==> src/rtl/multicycle_control_pkg.sv <==
// Shared types and encodings for the multicycle MIPS-style control unit:
// FSM states, instruction classes, opcode/funct values and datapath select codes.
package multicycle_control_pkg;

  typedef enum logic [3:0] {
    S_IF   = 4'd0,
    S_ID   = 4'd1,
    S_EX   = 4'd2,
    S_MEM  = 4'd3,
    S_WB   = 4'd4,
    S_BR   = 4'd5,
    S_JMP  = 4'd6,
    S_JR   = 4'd7,
    S_MULW = 4'd8
  } state_t;

  typedef enum logic [3:0] {
    CL_RTYPE,
    CL_MUL,
    CL_LOAD,
    CL_STORE,
    CL_IMM,
    CL_BEQ,
    CL_J,
    CL_JAL,
    CL_JR,
    CL_JALR,
    CL_ILLEGAL
  } instr_class_t;

  localparam logic [5:0] OP_RTYPE = 6'h00;
  localparam logic [5:0] OP_J     = 6'h02;
  localparam logic [5:0] OP_JAL   = 6'h03;
  localparam logic [5:0] OP_BEQ   = 6'h04;
  localparam logic [5:0] OP_ADDI  = 6'h08;
  localparam logic [5:0] OP_ADDIU = 6'h09;
  localparam logic [5:0] OP_SLTI  = 6'h0a;
  localparam logic [5:0] OP_SLTIU = 6'h0b;
  localparam logic [5:0] OP_ANDI  = 6'h0c;
  localparam logic [5:0] OP_ORI   = 6'h0d;
  localparam logic [5:0] OP_LUI   = 6'h0f;
  localparam logic [5:0] OP_MUL   = 6'h1c;
  localparam logic [5:0] OP_LW    = 6'h23;
  localparam logic [5:0] OP_SW    = 6'h2b;

  localparam logic [5:0] FN_SLL   = 6'h00;
  localparam logic [5:0] FN_SRL   = 6'h02;
  localparam logic [5:0] FN_SRA   = 6'h03;
  localparam logic [5:0] FN_JR    = 6'h08;
  localparam logic [5:0] FN_JALR  = 6'h09;
  localparam logic [5:0] FN_MUL   = 6'h02;

  // ALUOp[2:0] codes; ALUOp[3] carries OpCode[0] for signed/unsigned variants
  localparam logic [2:0] ALU_ADD   = 3'b000;
  localparam logic [2:0] ALU_SUB   = 3'b001;
  localparam logic [2:0] ALU_FUNCT = 3'b010;
  localparam logic [2:0] ALU_AND   = 3'b100;
  localparam logic [2:0] ALU_SLT   = 3'b101;
  localparam logic [2:0] ALU_MUL   = 3'b110;
  localparam logic [2:0] ALU_OR    = 3'b111;

  localparam logic [1:0] SRCA_PC     = 2'd0;
  localparam logic [1:0] SRCA_REG    = 2'd1;
  localparam logic [1:0] SRCA_SHAMT  = 2'd2;

  localparam logic [1:0] SRCB_REG    = 2'd0;
  localparam logic [1:0] SRCB_FOUR   = 2'd1;
  localparam logic [1:0] SRCB_IMM    = 2'd2;
  localparam logic [1:0] SRCB_BRANCH = 2'd3;

  localparam logic [1:0] PCSRC_ALU    = 2'd0;
  localparam logic [1:0] PCSRC_TARGET = 2'd1;
  localparam logic [1:0] PCSRC_JUMP   = 2'd2;
  localparam logic [1:0] PCSRC_REG    = 2'd3;

  localparam logic [1:0] REGDST_RT = 2'd0;
  localparam logic [1:0] REGDST_RD = 2'd1;
  localparam logic [1:0] REGDST_RA = 2'd2;

  localparam logic [1:0] WBSRC_ALU = 2'd0;
  localparam logic [1:0] WBSRC_MEM = 2'd1;
  localparam logic [1:0] WBSRC_PC  = 2'd2;

  typedef struct packed {
    logic       pc_write;
    logic       pc_write_cond;
    logic       i_or_d;
    logic       ir_write;
    logic       mem_read;
    logic       mem_write;
    logic       reg_write;
    logic [1:0] reg_dst;
    logic [1:0] mem_to_reg;
    logic [1:0] alu_src_a;
    logic [1:0] alu_src_b;
    logic [1:0] pc_source;
    logic [2:0] alu_op;
    logic       alu_op_msb;
    logic       illegal;
    logic       done;
  } ctrl_t;

  function automatic logic is_shift_funct(input logic [5:0] funct);
    return (funct == FN_SLL) || (funct == FN_SRL) || (funct == FN_SRA);
  endfunction

endpackage

==> src/rtl/multicycle_control_instr_class_decode.sv <==
// Combinational decode of OpCode/Funct into an instruction class, the ALUOp
// low bits and the immediate-extension controls.
module instr_class_decode
  import multicycle_control_pkg::*;
(
  input  logic [5:0]   op,
  input  logic [5:0]   funct,
  output instr_class_t cls,
  output logic         shift,
  output logic [2:0]   alu_op,
  output logic         ext_op,
  output logic         lu_op
);

  // NOTE: every output gets a default before the case so no path can infer a latch.
  always_comb begin
    cls    = CL_ILLEGAL;
    shift  = 1'b0;
    alu_op = ALU_ADD;
    ext_op = 1'b1;
    lu_op  = 1'b0;
    unique case (op)
      OP_RTYPE: begin
        if (funct == FN_JR) begin
          cls = CL_JR;
        end else if (funct == FN_JALR) begin
          cls = CL_JALR;
        end else begin
          cls    = CL_RTYPE;
          alu_op = ALU_FUNCT;
          shift  = is_shift_funct(funct);
        end
      end
      OP_MUL: begin
        if (funct == FN_MUL) begin
          cls    = CL_MUL;
          alu_op = ALU_MUL;
        end
      end
      OP_LW:              cls = CL_LOAD;
      OP_SW:              cls = CL_STORE;
      OP_BEQ: begin
        cls    = CL_BEQ;
        alu_op = ALU_SUB;
      end
      OP_J:               cls = CL_J;
      OP_JAL:             cls = CL_JAL;
      OP_ADDI, OP_ADDIU:  cls = CL_IMM;
      OP_ANDI: begin
        cls    = CL_IMM;
        alu_op = ALU_AND;
        ext_op = 1'b0;
      end
      OP_ORI: begin
        cls    = CL_IMM;
        alu_op = ALU_OR;
        ext_op = 1'b0;
      end
      OP_SLTI, OP_SLTIU: begin
        cls    = CL_IMM;
        alu_op = ALU_SLT;
      end
      OP_LUI: begin
        cls   = CL_IMM;
        lu_op = 1'b1;
      end
      default: ;
    endcase
  end

endmodule

==> src/rtl/multicycle_control.sv <==
// Multicycle control FSM: sequences fetch/decode/execute/memory/writeback and
// drives datapath enables and mux selects, with a retired-instruction counter.
module multicycle_control
  import multicycle_control_pkg::*;
#(
  parameter int MUL_CYCLES = 4,
  parameter int CNT_W      = 32,
  parameter int ALUOP_W    = 4
) (
  input  logic               clk,
  input  logic               reset,
  input  logic [5:0]         OpCode,
  input  logic [5:0]         Funct,
  input  logic               Zero,
  input  logic               mem_ready,
  output logic               PCWrite,
  output logic               PCWriteCond,
  output logic               IorD,
  output logic               IRWrite,
  output logic               MemRead,
  output logic               MemWrite,
  output logic               RegWrite,
  output logic [1:0]         RegDst,
  output logic [1:0]         MemtoReg,
  output logic [1:0]         ALUSrcA,
  output logic [1:0]         ALUSrcB,
  output logic [1:0]         PCSource,
  output logic               ExtOp,
  output logic               LuOp,
  output logic [ALUOP_W-1:0] ALUOp,
  output logic               illegal,
  output logic               instr_done,
  output logic [3:0]         state,
  output logic [CNT_W-1:0]   instr_count
);

  localparam logic [3:0] MUL_LOAD = 4'(MUL_CYCLES - 1);

  state_t             state_q, state_d;
  logic [5:0]         op_q, funct_q;
  logic [3:0]         mul_cnt_q;
  logic [CNT_W-1:0]   cnt_q;
  ctrl_t              ctrl;

  logic [5:0]         dec_op, dec_funct;
  instr_class_t       cls;
  logic               shift;
  logic [2:0]         alu_op;
  logic               ext_op, lu_op;

  // ID decides on the instruction register directly; later states use the copy taken on ID exit.
  assign dec_op    = (state_q == S_ID) ? OpCode : op_q;
  assign dec_funct = (state_q == S_ID) ? Funct  : funct_q;

  instr_class_decode u_decode (
    .op     (dec_op),
    .funct  (dec_funct),
    .cls    (cls),
    .shift  (shift),
    .alu_op (alu_op),
    .ext_op (ext_op),
    .lu_op  (lu_op)
  );

  always_comb begin
    state_d = state_q;
    unique case (state_q)
      S_IF:   if (mem_ready) state_d = S_ID;
      S_ID: begin
        unique case (cls)
          CL_BEQ:                                      state_d = S_BR;
          CL_J, CL_JAL:                                state_d = S_JMP;
          CL_JR, CL_JALR:                              state_d = S_JR;
          CL_RTYPE, CL_MUL, CL_LOAD, CL_STORE, CL_IMM: state_d = S_EX;
          default:                                     state_d = S_IF;
        endcase
      end
      S_EX: begin
        if (cls == CL_MUL)                             state_d = (MUL_CYCLES > 1) ? S_MULW : S_WB;
        else if (cls == CL_LOAD || cls == CL_STORE)    state_d = S_MEM;
        else                                           state_d = S_WB;
      end
      S_MULW: if (mul_cnt_q == 4'd1) state_d = S_WB;
      S_MEM:  if (mem_ready) state_d = (cls == CL_STORE) ? S_IF : S_WB;
      default: state_d = S_IF;
    endcase
  end

  always_comb begin
    ctrl = '0;
    unique case (state_q)
      S_IF: begin
        ctrl.mem_read  = 1'b1;
        ctrl.alu_src_a = SRCA_PC;
        ctrl.alu_src_b = SRCB_FOUR;
        ctrl.pc_source = PCSRC_ALU;
        ctrl.ir_write  = mem_ready;
        ctrl.pc_write  = mem_ready;
      end
      S_ID: begin
        ctrl.alu_src_b = SRCB_BRANCH;
        ctrl.illegal   = (cls == CL_ILLEGAL);
      end
      S_EX: begin
        ctrl.alu_src_a  = shift ? SRCA_SHAMT : SRCA_REG;
        ctrl.alu_src_b  = (cls == CL_RTYPE || cls == CL_MUL) ? SRCB_REG : SRCB_IMM;
        ctrl.alu_op     = alu_op;
        ctrl.alu_op_msb = op_q[0];
      end
      S_MEM: begin
        ctrl.i_or_d    = 1'b1;
        ctrl.mem_read  = (cls == CL_LOAD);
        ctrl.mem_write = (cls == CL_STORE);
        ctrl.done      = (cls == CL_STORE) && mem_ready;
      end
      S_WB: begin
        ctrl.reg_write  = 1'b1;
        ctrl.reg_dst    = (cls == CL_RTYPE || cls == CL_MUL) ? REGDST_RD : REGDST_RT;
        ctrl.mem_to_reg = (cls == CL_LOAD) ? WBSRC_MEM : WBSRC_ALU;
        ctrl.done       = 1'b1;
      end
      S_BR: begin
        ctrl.pc_write_cond = 1'b1;
        ctrl.pc_source     = PCSRC_TARGET;
        ctrl.alu_op        = alu_op;
        ctrl.alu_op_msb    = op_q[0];
        ctrl.done          = 1'b1;
      end
      S_JMP: begin
        ctrl.pc_write  = 1'b1;
        ctrl.pc_source = PCSRC_JUMP;
        ctrl.done      = 1'b1;
        if (cls == CL_JAL) begin
          ctrl.reg_write  = 1'b1;
          ctrl.reg_dst    = REGDST_RA;
          ctrl.mem_to_reg = WBSRC_PC;
        end
      end
      S_JR: begin
        ctrl.pc_write  = 1'b1;
        ctrl.pc_source = PCSRC_REG;
        ctrl.done      = 1'b1;
        if (cls == CL_JALR) begin
          ctrl.reg_write  = 1'b1;
          ctrl.reg_dst    = REGDST_RD;
          ctrl.mem_to_reg = WBSRC_PC;
        end
      end
      default: ;
    endcase
  end

  // NOTE: sequential state uses non-blocking assignments so every flop samples pre-edge values.
  always_ff @(posedge clk or posedge reset) begin
    if (reset) begin
      state_q   <= S_IF;
      op_q      <= '0;
      funct_q   <= '0;
      mul_cnt_q <= '0;
      cnt_q     <= '0;
    end else begin
      state_q <= state_d;
      if (state_q == S_ID) begin
        op_q    <= OpCode;
        funct_q <= Funct;
      end
      if (state_q == S_EX && state_d == S_MULW) mul_cnt_q <= MUL_LOAD;
      else if (state_q == S_MULW)               mul_cnt_q <= mul_cnt_q - 4'd1;
      if (ctrl.done) cnt_q <= cnt_q + CNT_W'(1);
    end
  end

  // NOTE: enables and pulses are gated by reset itself, not just by the IF state it forces,
  // so nothing writes while reset is held.
  assign PCWrite     = ctrl.pc_write      & ~reset;
  assign PCWriteCond = ctrl.pc_write_cond & ~reset;
  assign IRWrite     = ctrl.ir_write      & ~reset;
  assign MemRead     = ctrl.mem_read      & ~reset;
  assign MemWrite    = ctrl.mem_write     & ~reset;
  assign RegWrite    = ctrl.reg_write     & ~reset;
  assign illegal     = ctrl.illegal       & ~reset;
  assign instr_done  = ctrl.done          & ~reset;

  assign IorD     = ctrl.i_or_d;
  assign RegDst   = ctrl.reg_dst;
  assign MemtoReg = ctrl.mem_to_reg;
  assign ALUSrcA  = ctrl.alu_src_a;
  assign ALUSrcB  = ctrl.alu_src_b;
  assign PCSource = ctrl.pc_source;
  assign ExtOp    = ext_op;
  assign LuOp     = lu_op;

  always_comb begin
    ALUOp      = '0;
    ALUOp[3:0] = {ctrl.alu_op_msb, ctrl.alu_op};
  end

  assign state       = state_q;
  assign instr_count = cnt_q;

endmodule

==> config.mk <==
export PLATFORM = sky130hd
export DESIGN_NAME = multicycle_control
export DESIGN_NICKNAME = d
export VERILOG_FILES = /design/src/rtl/multicycle_control_pkg.sv /design/src/rtl/multicycle_control_instr_class_decode.sv /design/src/rtl/multicycle_control.sv
export SDC_FILE = /design/constraint.sdc
export NUM_CORES = 1
export LEC_CHECK = 0
export BUFFER_PORTS_ARGS = -buffer_cell sky130_fd_sc_hd__clkbuf_2
export CORE_MARGIN = 1
export CORE_UTILIZATION = 35
export CTS_CLUSTER_SIZE = 12
export DETAILED_ROUTE_END_ITERATION = 8
export PLACE_DENSITY = 0.6
export SKIP_LAST_GASP = 1
export SYNTH_ARGS = -nofsm -noshare
export SYNTH_HDL_FRONTEND = slang
export SYNTH_HIERARCHICAL = 1
export SYNTH_SLANG_ARGS = --single-unit
==> constraint.sdc <==
create_clock -name clk -period 6.2 [get_ports clk]
set_input_delay 0.62 -clock clk [delete_from_list [all_inputs] [get_ports clk]]
set_output_delay 0.62 -clock clk [all_outputs]
set_load 0.02 [all_outputs]
-- After elaboration in Yosys (flattened, before gate mapping)
Memories as Yosys holds them, arrays and structs flattened.
Index checks and enable logic that the tools add are counted.
- bits in registers: 52
- memory bits (read-only): 48
- bits of input ports: 16
- output and inout bits: 61
- logic and storage cells: 110
- memories: 1
- memory list (name ; words ; bits a word ; rd ports ; clocked after memory_dff ; wr ports ; line ; RTL):
    (name not given) ; 16 ; 3 ; 1 ; 0 ; 0 ; multicycle_control.sv:70 ; unique case (cls)
- add/sub/neg operators: 2
- equality and inequality tests: 33
- mux-type cells: 43
- bitwise gates (word level): 9
- reductions and logical operators: 17
- operators with widths (cell ; count):
    6-bit by 4-bit == test with 1-bit output (second input constant) ; 9
    4-bit two-way mux ; 10
    32-bit by 1-bit adder with 32-bit output (second input constant) ; 1
    4-bit one-hot mux with 8 select lines ; 1
    6-bit by 2-bit == test with 1-bit output (second input constant) ; 4
    4-bit by 3-bit == test with 1-bit output (second input constant) ; 5
    4-bit one-hot mux with 5 select lines ; 1
    3-bit one-hot mux with 6 select lines ; 1
    4-bit by 2-bit == test with 1-bit output (second input constant) ; 4
    4-bit == test (second input constant) ; 4
    5-bit one-hot mux with 3 select lines ; 1
    4-bit by 1-bit == test with 1-bit output (second input constant) ; 3
    6-bit == test (second input constant) ; 2
    6-bit zero test ; 2
    1-bit two-way mux ; 12
    3-bit two-way mux ; 4
    6-bit two-way mux ; 2
    2-bit one-hot mux with 3 select lines ; 2
    5-bit two-way mux ; 2
    1-bit AND ; 8
    4-bit zero test ; 2
    2-bit two-way mux ; 4
    2-bit OR reduction ; 4
    7-bit OR reduction ; 1
    9 further kinds ; 15

-- Longest topological paths before layout
Gate-level depths: netlist (run 1).
- depth after elaboration: 14
- gate-level depth with buffers: 18

-- Cells and area by module
The synthesis (run 1) kept the hierarchy.
- modules (own cells, without submodules) (module ; instances ; cells an instance ; area each (µm²) ; seq. area each (µm²)):
    multicycle_control ; 1 ; 311 ; 2914.0 ; 1301.2
    instr_class_decode ; 1 ; 54 ; 367.9 ; 0.0

-- Worst setup path after synthesis (run 1)
No wires, ideal clock.
- kind: reg-to-output
- start point: register state_q[0] (netlist: state[0])
- end point: output MemRead
- arrival time: 3.785 ns
- data required time: 5.580 ns
- setup slack: 1.795 ns
- stages on the path, launching flop included: 18
- path buffers: 4
- cells stage by stage: dfrtp_1 clkbuf_1 nor2b_1 nand2_1 clkbuf_1 nand2_1 nand2_1 buf_2 or4b_1 a211oi_2 inv_1 o311ai_0 buf_6 inv_1 or3_1 nor2_1 a21oi_1 nor3_1
- elaborated cells between the ends (all ways): 30
- those cells by class: eq/ne: 19; mux: 7; bitwise: 1; reduce/logical: 3
- RTL lines (item ; line ; RTL):
    start: declaration ; multicycle_control.sv:39 ; state_t state_q, state_d;
    start signal: assignment ; multicycle_control.sv:162 ; state_q <= state_d;
    4-bit by 1-bit == test with 1-bit output * ; multicycle_control.sv:52 ; assign dec_op = (state_q == S_ID) ? OpCode : op_q;
    6-bit two-way mux * ; -- ;
    via dec_op[1] ; multicycle_control.sv:45 ; logic [5:0] dec_op, dec_funct;
    6-bit by 4-bit == test with 1-bit output ; multicycle_control_instr_class_decode.sv:22 ; unique case (op)
    7-bit OR reduction (no source line) ; -- ;
    4-bit one-hot mux with 8 select lines * ; multicycle_control_instr_class_decode.sv:22 ;
    via cls[1] ; multicycle_control.sv:46 ; instr_class_t cls;
    4-bit by 2-bit == test with 1-bit output * ; multicycle_control.sv:112 ; ctrl.mem_read = (cls == CL_LOAD);
    1-bit one-hot mux with 2 select lines * ; multicycle_control.sv:91 ; unique case (state_q)
    1-bit AND * ; multicycle_control.sv:178 ; assign MemRead = ctrl.mem_read & ~reset;
    end: declaration ; multicycle_control.sv:20 ; output logic MemRead,
Mark *: on every way through the listed nets, which the timed path passes. The rest lies on a longest branch.

-- Worst setup path in the final report (run 1)
- start point: register state_q[2] (netlist: state[2])
- end point: output MemRead
Same word-level chain as after synthesis.

==> results of run 1 <==
-- path summary, 6_finish.rpt --
path,startpoint,slack (ns),depth (start not counted),to
max,state[2],1.13,14,MemRead
min reg2reg,instr_count[9],0.50,1,instr_count[9]
max reg2reg,state[2],1.73,12,instr_count[21]
max in group asynchronous,reset,5.00,3,instr_count[31]
min in group clk,instr_count[9],0.50,1,instr_count[9]
min,reset,0.41,2,state[3]
-- synth_stat cells, drive strengths merged, types with 2 or more instances --
master and n:
or3 3, nor4 10, nand2b 5, and2 11, nand3 13, o211ai 5, o31ai 3, and3 7
clkbuf 10, o21ai 3, nand2 68, ha 3, a31oi 2, nor2b 5, xor2 10, nand3b 2
dfrtp 52, nor3b 2, a21oi 7, and4 6, nor2 30, mux2i 2, a211oi 4, nor3 11
nand4 9, buf 22, inv 11, or2 3, o22ai 2, or4 2, nor4b 2, xnor2 27
-- worst reg2reg max path, cell delays in order (launching register included) --
cell	delay, ns
dfrtp_1	0.58
nor4b_2	1.04
nand2_1	0.12
nand2_1	0.34
nand2b_2	0.10
a211o_1	0.30
o22ai_1	0.19
nand2_1	0.29
and4bb_4	0.48
a41oi_4	0.23
nor4_4	0.40
nand4_1	0.15
xnor2_1	0.15
-- registers in the layout (all words and copies together) (netlist names) --
signal       flops
instr_count     32
funct_q          6
op_q             6
mul_cnt_q        4
state            4
-- cells in the final DEF (no fill, tap or decap), drive strengths merged, types with 3 or more instances in the layout --
cell type	synthesis	routed
a211oi	4	4
a21oi	7	7
and2	11	11
and3	7	7
and4	6	6
buf	22	3
clkbuf	10	80
dfrtp	52	52
ha	3	3
inv	11	11
nand2	68	68
nand2b	5	5
nand3	13	13
nand4	9	9
nor2	30	30
nor2b	5	5
nor3	11	11
nor4	10	10
o211ai	5	5
o21ai	3	3
o31ai	3	3
or2	3	3
or3	3	3
xnor2	27	27
xor2	10	10
-- metal layers --
metal | wire [um] | up-vias | part of all wire | global-route usage
li1 | - | 1349 | - | -
met1 | 3740 | 1311 | 0.50 | 0.236
met2 | 3340 | 84 | 0.44 | 0.255
met3 | 386 | 7 | 0.051 | 0.0284
met4 | 55 | 0 | 0.0073 | 0.0344
met5 | 0 | - | 0 | 0
-- kinds of logic (layout without fill, tap and decap cells) --
kind of cell	count (synthesis)	in the layout	share of synthesized area
flops	52	52	0.396
mux	2	2	0.00610
fa+ha+maj	3	3	0.0114
buf+inv	43	96	0.0812
simple gates	193	193	0.323
compound gates	35	35	0.0827
xor+xnor	37	37	0.0987
-- stage by stage --
step | util | hold slack [ns] | power [W]
global route | 0.414 | 0.456 | 0.00156
finish | 0.414 | 0.406 | 0.00143
detailed placement | 0.404 | 0.482 | 0.00125
floorplan | - | 0.454 | 0.00112
CTS | 0.414 | 0.414 | 0.00144
global placement | 0.404 | 0.470 | 0.00123
-- cell type report --
cell class / instances / area share
tap: 108 / 0.0367
inverter: 11 / 0.0112
clock buffer: 5 / 0.0187
clock inverter: 2 / 0.00340
timing repair buffer: 78 / 0.108
sequential: 52 / 0.354
multi-input combinational: 270 / 0.468
-- power groups by stage --
stage	clock network, W	logic (W)	registers, W
after floorplan	0	0.000657	0.000460
after global placement	0	0.000772	0.000462
after detailed placement	0	0.000783	0.000463
after CTS	0.000197	0.000786	0.000457
after global routing	0.000210	0.000878	0.000468
final	0.000187	0.000789	0.000456
==> impl_metrics.csv, run 1 <==
group,metric,value,unit
run_status,status,"finished clean",
logic_synthesis,synth_seq_cells,52,
global_route,grt_overflow,0,
power_and_ir_drop,netSwitchingPower,0.000683,W
route,wl,7520,um
layout,areaGrowthSynthToFinish,12.0,%
power_and_ir_drop,p_leak,1.75,nW
worst_hold_path,holdCritPathClass,"in2async",
worst_setup_path,crit_arrival,4.45,ns
worst_setup_path,path_cells,"nor4b_2 > nand2_1 > nand2_1 > or4b_1 > a211oi_2 > inv_1 > o311ai_1 > buf_4 > inv_1 > or3_1 > nor2_1 > a21oi_1 > nor3_1 > clkbuf_2",
die,die_h,98.8,um
worst_setup_path,path_buf_inv,4,
die,die_w,98.8,um
timing,tightest_slew,1.12,ns
clock_network,ctsResizeCount,0,
logic_synthesis,synth.net_count,384,
clock_network,numCtsBuffers,5,
die,core.rowCount,34,
power_and_ir_drop,pwr-share-seq,0.319,
power_and_ir_drop,clkPwrFrac,0.131,
clock_network,clock-sinks,52,
clock_network,cts_setup_buffers,0,
route,vias,2751,
die,dieArea,9770,um^2
clock_network,cts-root-buf,"clkbuf_8",
logic_synthesis,ys.flop_type,"dfrtp_1",
logic_synthesis,synth.area.top_cells,"dfrtp_1, nand2_1, xnor2_1",
die,core-area,8890,um^2
clock_network,clk_path_buf_depth,2,
clock_network,h-tree-depth,2,
layout,final-instance-count-excl-fill,526,
die,top_level_ports,77,
timing,tns,0,ns
placed_design,dp_slack,1.44,ns
logic_synthesis,synth_cell_types,63,
clock_network,clkLatencyLatePin,0.30,ns
layout,fin_area,3680,um^2
power_and_ir_drop,ir_drop,0.139,mV
timing,fin_skew,0.00538,ns
worst_setup_path,required,5.58,ns
global_route,grt.total_usage,0.163,
placed_design,portBuffers,75,
worst_setup_path,path_max_fanout,13,
logic_synthesis,synth_top_area_cell,"dfrtp_1",
power_and_ir_drop,sw_frac_of_total,0.477,
logic_synthesis,yosysSeqAreaShare,0.396,
worst_setup_path,slowest_delay,1.04,ns
placed_design,placed_area,3600,um^2
global_route,grt_max_degree,33,
placed_design,routabilityCongestion,0.819,
placed_design,hpwl,5570,um
route,first_pass_iters,4,
job,max_cap_viol_count,0,
logic_synthesis,synth_edf_count,0,
layout,seqCellArea,1300,um^2
logic_synthesis,synth_area_per_cell,8.99,um^2
timing,drv_slew,0,
layout,finalNetCount,437,
timing,hold_violations,0,
timing,grt_setup_unrepaired,"no",
timing,layout_setup_ws,1.13,ns
worst_setup_path,critPathTopFamily,"simple AND/OR/NAND/NOR gates",
timing,max_freq,197,MHz
clock_network,cts_tree,"yes",
worst_setup_path,startpoint_type,"flop",
power_and_ir_drop,power_density,389,nW/um^2
worst_setup_path,end_kind,"output port",
route,avgViaCountPerCell,5.23,
logic_synthesis,synth_top_area_share,0.396,
logic_synthesis,synth_cells,365,
route,avgRoutedWirePerCell,14.3,um
timing,final-setup-viol-count,0,
timing,period_needed,5.07,ns
layout,drive_above_1_share,0.261,
clock_network,cts_hold_buffers,0,
global_route,grt_pass1_wl,13000,um
power_and_ir_drop,internal_power,0.000749,W
worst_setup_path,path_class,"reg2out",
clock_network,clkTransAtPathRegs,0.09,ns
logic_synthesis,synth_async_sr_flop_share,1.00,
route,drc,0,
timing,max_slew_margin,0.251,
power_and_ir_drop,comb_power_share,0.551,
placed_design,place_inst,519,
layout,n_antenna_cell,0,
layout,fillers,907,
logic_synthesis,netlist_area,3280,um^2
logic_synthesis,yosys_warnings,6,
route,dr.first_iter.drc_count,96,
global_route,first_global_vias,2641,
layout,multi_input_area,1720,um^2
worst_setup_path,crit_slowest_cell,"nor4b_2",
timing,min_period_over_period,0.817,
route,ant_nets,0,
die,initial_utilization,0.369,
global_route,antenna_found_initial,0,
No activity file was read; power rests on OpenSTA's default activity.
==> inputs of run 2 (changes only) <==
- clock period: 6.2 -> 5 ns (I/O delays scaled with it)
==> run 2 against run 1 <==
  * Worst hold slack got worse by 0.12 ns
  * Clock-buffer cell count increased by 1
  * Sequential power increased by 22%
  * Largest power group unchanged
==> impl_metrics.csv, run 2 (synthesized netlist as in run 1, its figures left out) <==
group,metric,value,unit
worst_setup_path,r2r_slack,0.94,ns
placed_design,placed_area,3630,um^2
die,die_w,98.8,um
clock_network,cts-root-buf,"clkbuf_8",
worst_setup_path,path_class,"reg2out",
layout,areaGrowthSynthToFinish,14.2,%
worst_hold_path,holdCritPathClass,"in2async",
timing,layout_setup_ws,0.536,ns
clock_network,cts_tree,"yes",
layout,finalNetCount,441,
timing,max_freq,224,MHz
placed_design,hpwl,5630,um
worst_setup_path,crit_arrival,3.96,ns
placed_design,dp_slack,0.904,ns
route,drt-met1-wl,3720,um
layout,fillers,899,
clock_network,cts_setup_buffers,0,
clock_network,numCtsBuffers,5,
die,die_h,98.8,um
clock_network,h-tree-depth,2,
die,dieArea,9770,um^2
timing,grt_setup_unrepaired,"no",
power_and_ir_drop,p_leak,1.79,nW
timing,tns,0,ns
global_route,first_global_vias,2543,
route,vias,2718,
placed_design,routabilityCongestion,0.835,
power_and_ir_drop,clkPwrFrac,0.165,
timing,period_needed,4.46,ns
route,wl,7470,um
worst_setup_path,r2r-start,"state[2]",
worst_setup_path,startpoint_type,"flop",
worst_setup_path,rr_worst_depth,14,
timing,max_slew_margin,0.549,
die,top_level_ports,77,
clock_network,ctsResizeCount,0,
clock_network,clock-sinks,52,
clock_network,clk_path_buf_depth,2,
route,wl_met2,3340,um
layout,seqCellArea,1300,um^2
timing,tightest_slew,0.671,ns
timing,hold_violations,0,
layout,fin_area,3750,um^2
global_route,grt_max_degree,33,
layout,final_cell_mix,"clkbuf_2, nand2_1, dfrtp_1",
worst_setup_path,r2r-end,"instr_count[21]",
timing,drv_slew,0,
placed_design,place_inst,523,
clock_network,clkTransAtPathRegs,0.10,ns
worst_setup_path,end_kind,"output port",
layout,layout_commonest_cell,"clkbuf_2",
worst_setup_path,required,4.50,ns
layout,drive_above_1_share,0.270,
power_and_ir_drop,netSwitchingPower,0.000856,W
clock_network,clkLatencyLatePin,0.31,ns
die,core.rowCount,34,
job,max_cap_viol_count,0,
route,first_pass_iters,4,
route,drc,0,
power_and_ir_drop,internal_power,0.00102,W
route,route.met3.wl,347,um
placed_design,portBuffers,75,
route,avgViaCountPerCell,5.12,
timing,final-setup-viol-count,0,
power_and_ir_drop,comb_power_share,0.540,
power_and_ir_drop,sw_frac_of_total,0.457,
power_and_ir_drop,power_density,501,nW/um^2
layout,n_antenna_cell,0,
timing,min_period_over_period,0.893,
global_route,grt.total_usage,0.159,
route,avgRoutedWirePerCell,14.1,um
run_status,status,"finished clean",
route,ant_nets,0,
layout,final-instance-count-excl-fill,531,
power_and_ir_drop,pwr-share-seq,0.296,
worst_setup_path,path_max_fanout,11,
power_and_ir_drop,ir_drop,0.188,mV
clock_network,cts_hold_buffers,0,
route,dr.first_iter.drc_count,110,
layout,largest_reg_flops,32,
die,initial_utilization,0.369,
global_route,grt_pass1_wl,12600,um
global_route,grt_overflow,0,
timing,fin_skew,0.00759,ns
route,route.top_layer_used,"met4",
layout,multi_input_area,1720,um^2
die,core-area,8890,um^2
global_route,antenna_found_initial,0,
-- run 2: cell types whose count changed in the layout (fill, tap and decap cells not counted), sizes merged --
cell      change
bufinv        +1
clkbuf        +1
clkinvlp      -1
buf           +4
-- run 2: per-layer routing --
metal  track usage  up-vias
met2         0.246       62
met1         0.232     1296
li1              -     1353
met3        0.0241        7
met5             0        -
met4        0.0379        0
-- run 2: worst max-delay path by stage --
stage	startpoint	end	cells after the start
final	state[2]	MemRead	16
after detailed placement	state[2]	MemRead	16
after global placement	state[3]	instr_done	12
after global routing	state[2]	MemRead	15
after CTS	state[2]	MemRead	16
after floorplan	state[0]	MemRead	17
-- run 2: final cells by class --
type / instances / area share
Sequential cell: 52 / 0.347
Inverter: 11 / 0.0110
Tap cell: 108 / 0.0361
Multi-Input combinational cell: 270 / 0.459
Clock inverter: 2 / 0.0104
Timing Repair Buffer: 82 / 0.114
Clock buffer: 6 / 0.0220
-- run 2: power by group through the flow --
stage | combinational, W | sequential (W) | clock, W
after detailed placement | 0.00101 | 0.000564 | 0
after CTS | 0.00101 | 0.000555 | 0.000319
after global routing | 0.00113 | 0.000564 | 0.000336
after floorplan | 0.000815 | 0.000571 | 0
final | 0.00101 | 0.000555 | 0.000309
after global placement | 0.00100 | 0.000561 | 0
-- run 2: metrics by stage --
stage                     hold WS, ns   util  total power [W]
after CTS                       0.294  0.421          0.00189
after floorplan                 0.454      -          0.00139
after global placement          0.475  0.408          0.00156
after global routing            0.324  0.421          0.00203
final                           0.283  0.421          0.00188
after detailed placement        0.482  0.408          0.00157
-- run 2: worst max-delay path: stages (launching register included) --
cell      delay (ns)
dfrtp_1         0.68
nor2_8          0.10
nand2_1         0.22
buf_4           0.22
nand2_1         0.07
nand2_1         0.20
or4b_1          0.50
a211oi_2        0.20
inv_1           0.07
o311ai_1        0.08
buf_4           0.22
inv_1           0.09
or3_1           0.44
nor2_1          0.11
a21oi_1         0.07
nor3_1          0.17
clkbuf_2        0.20
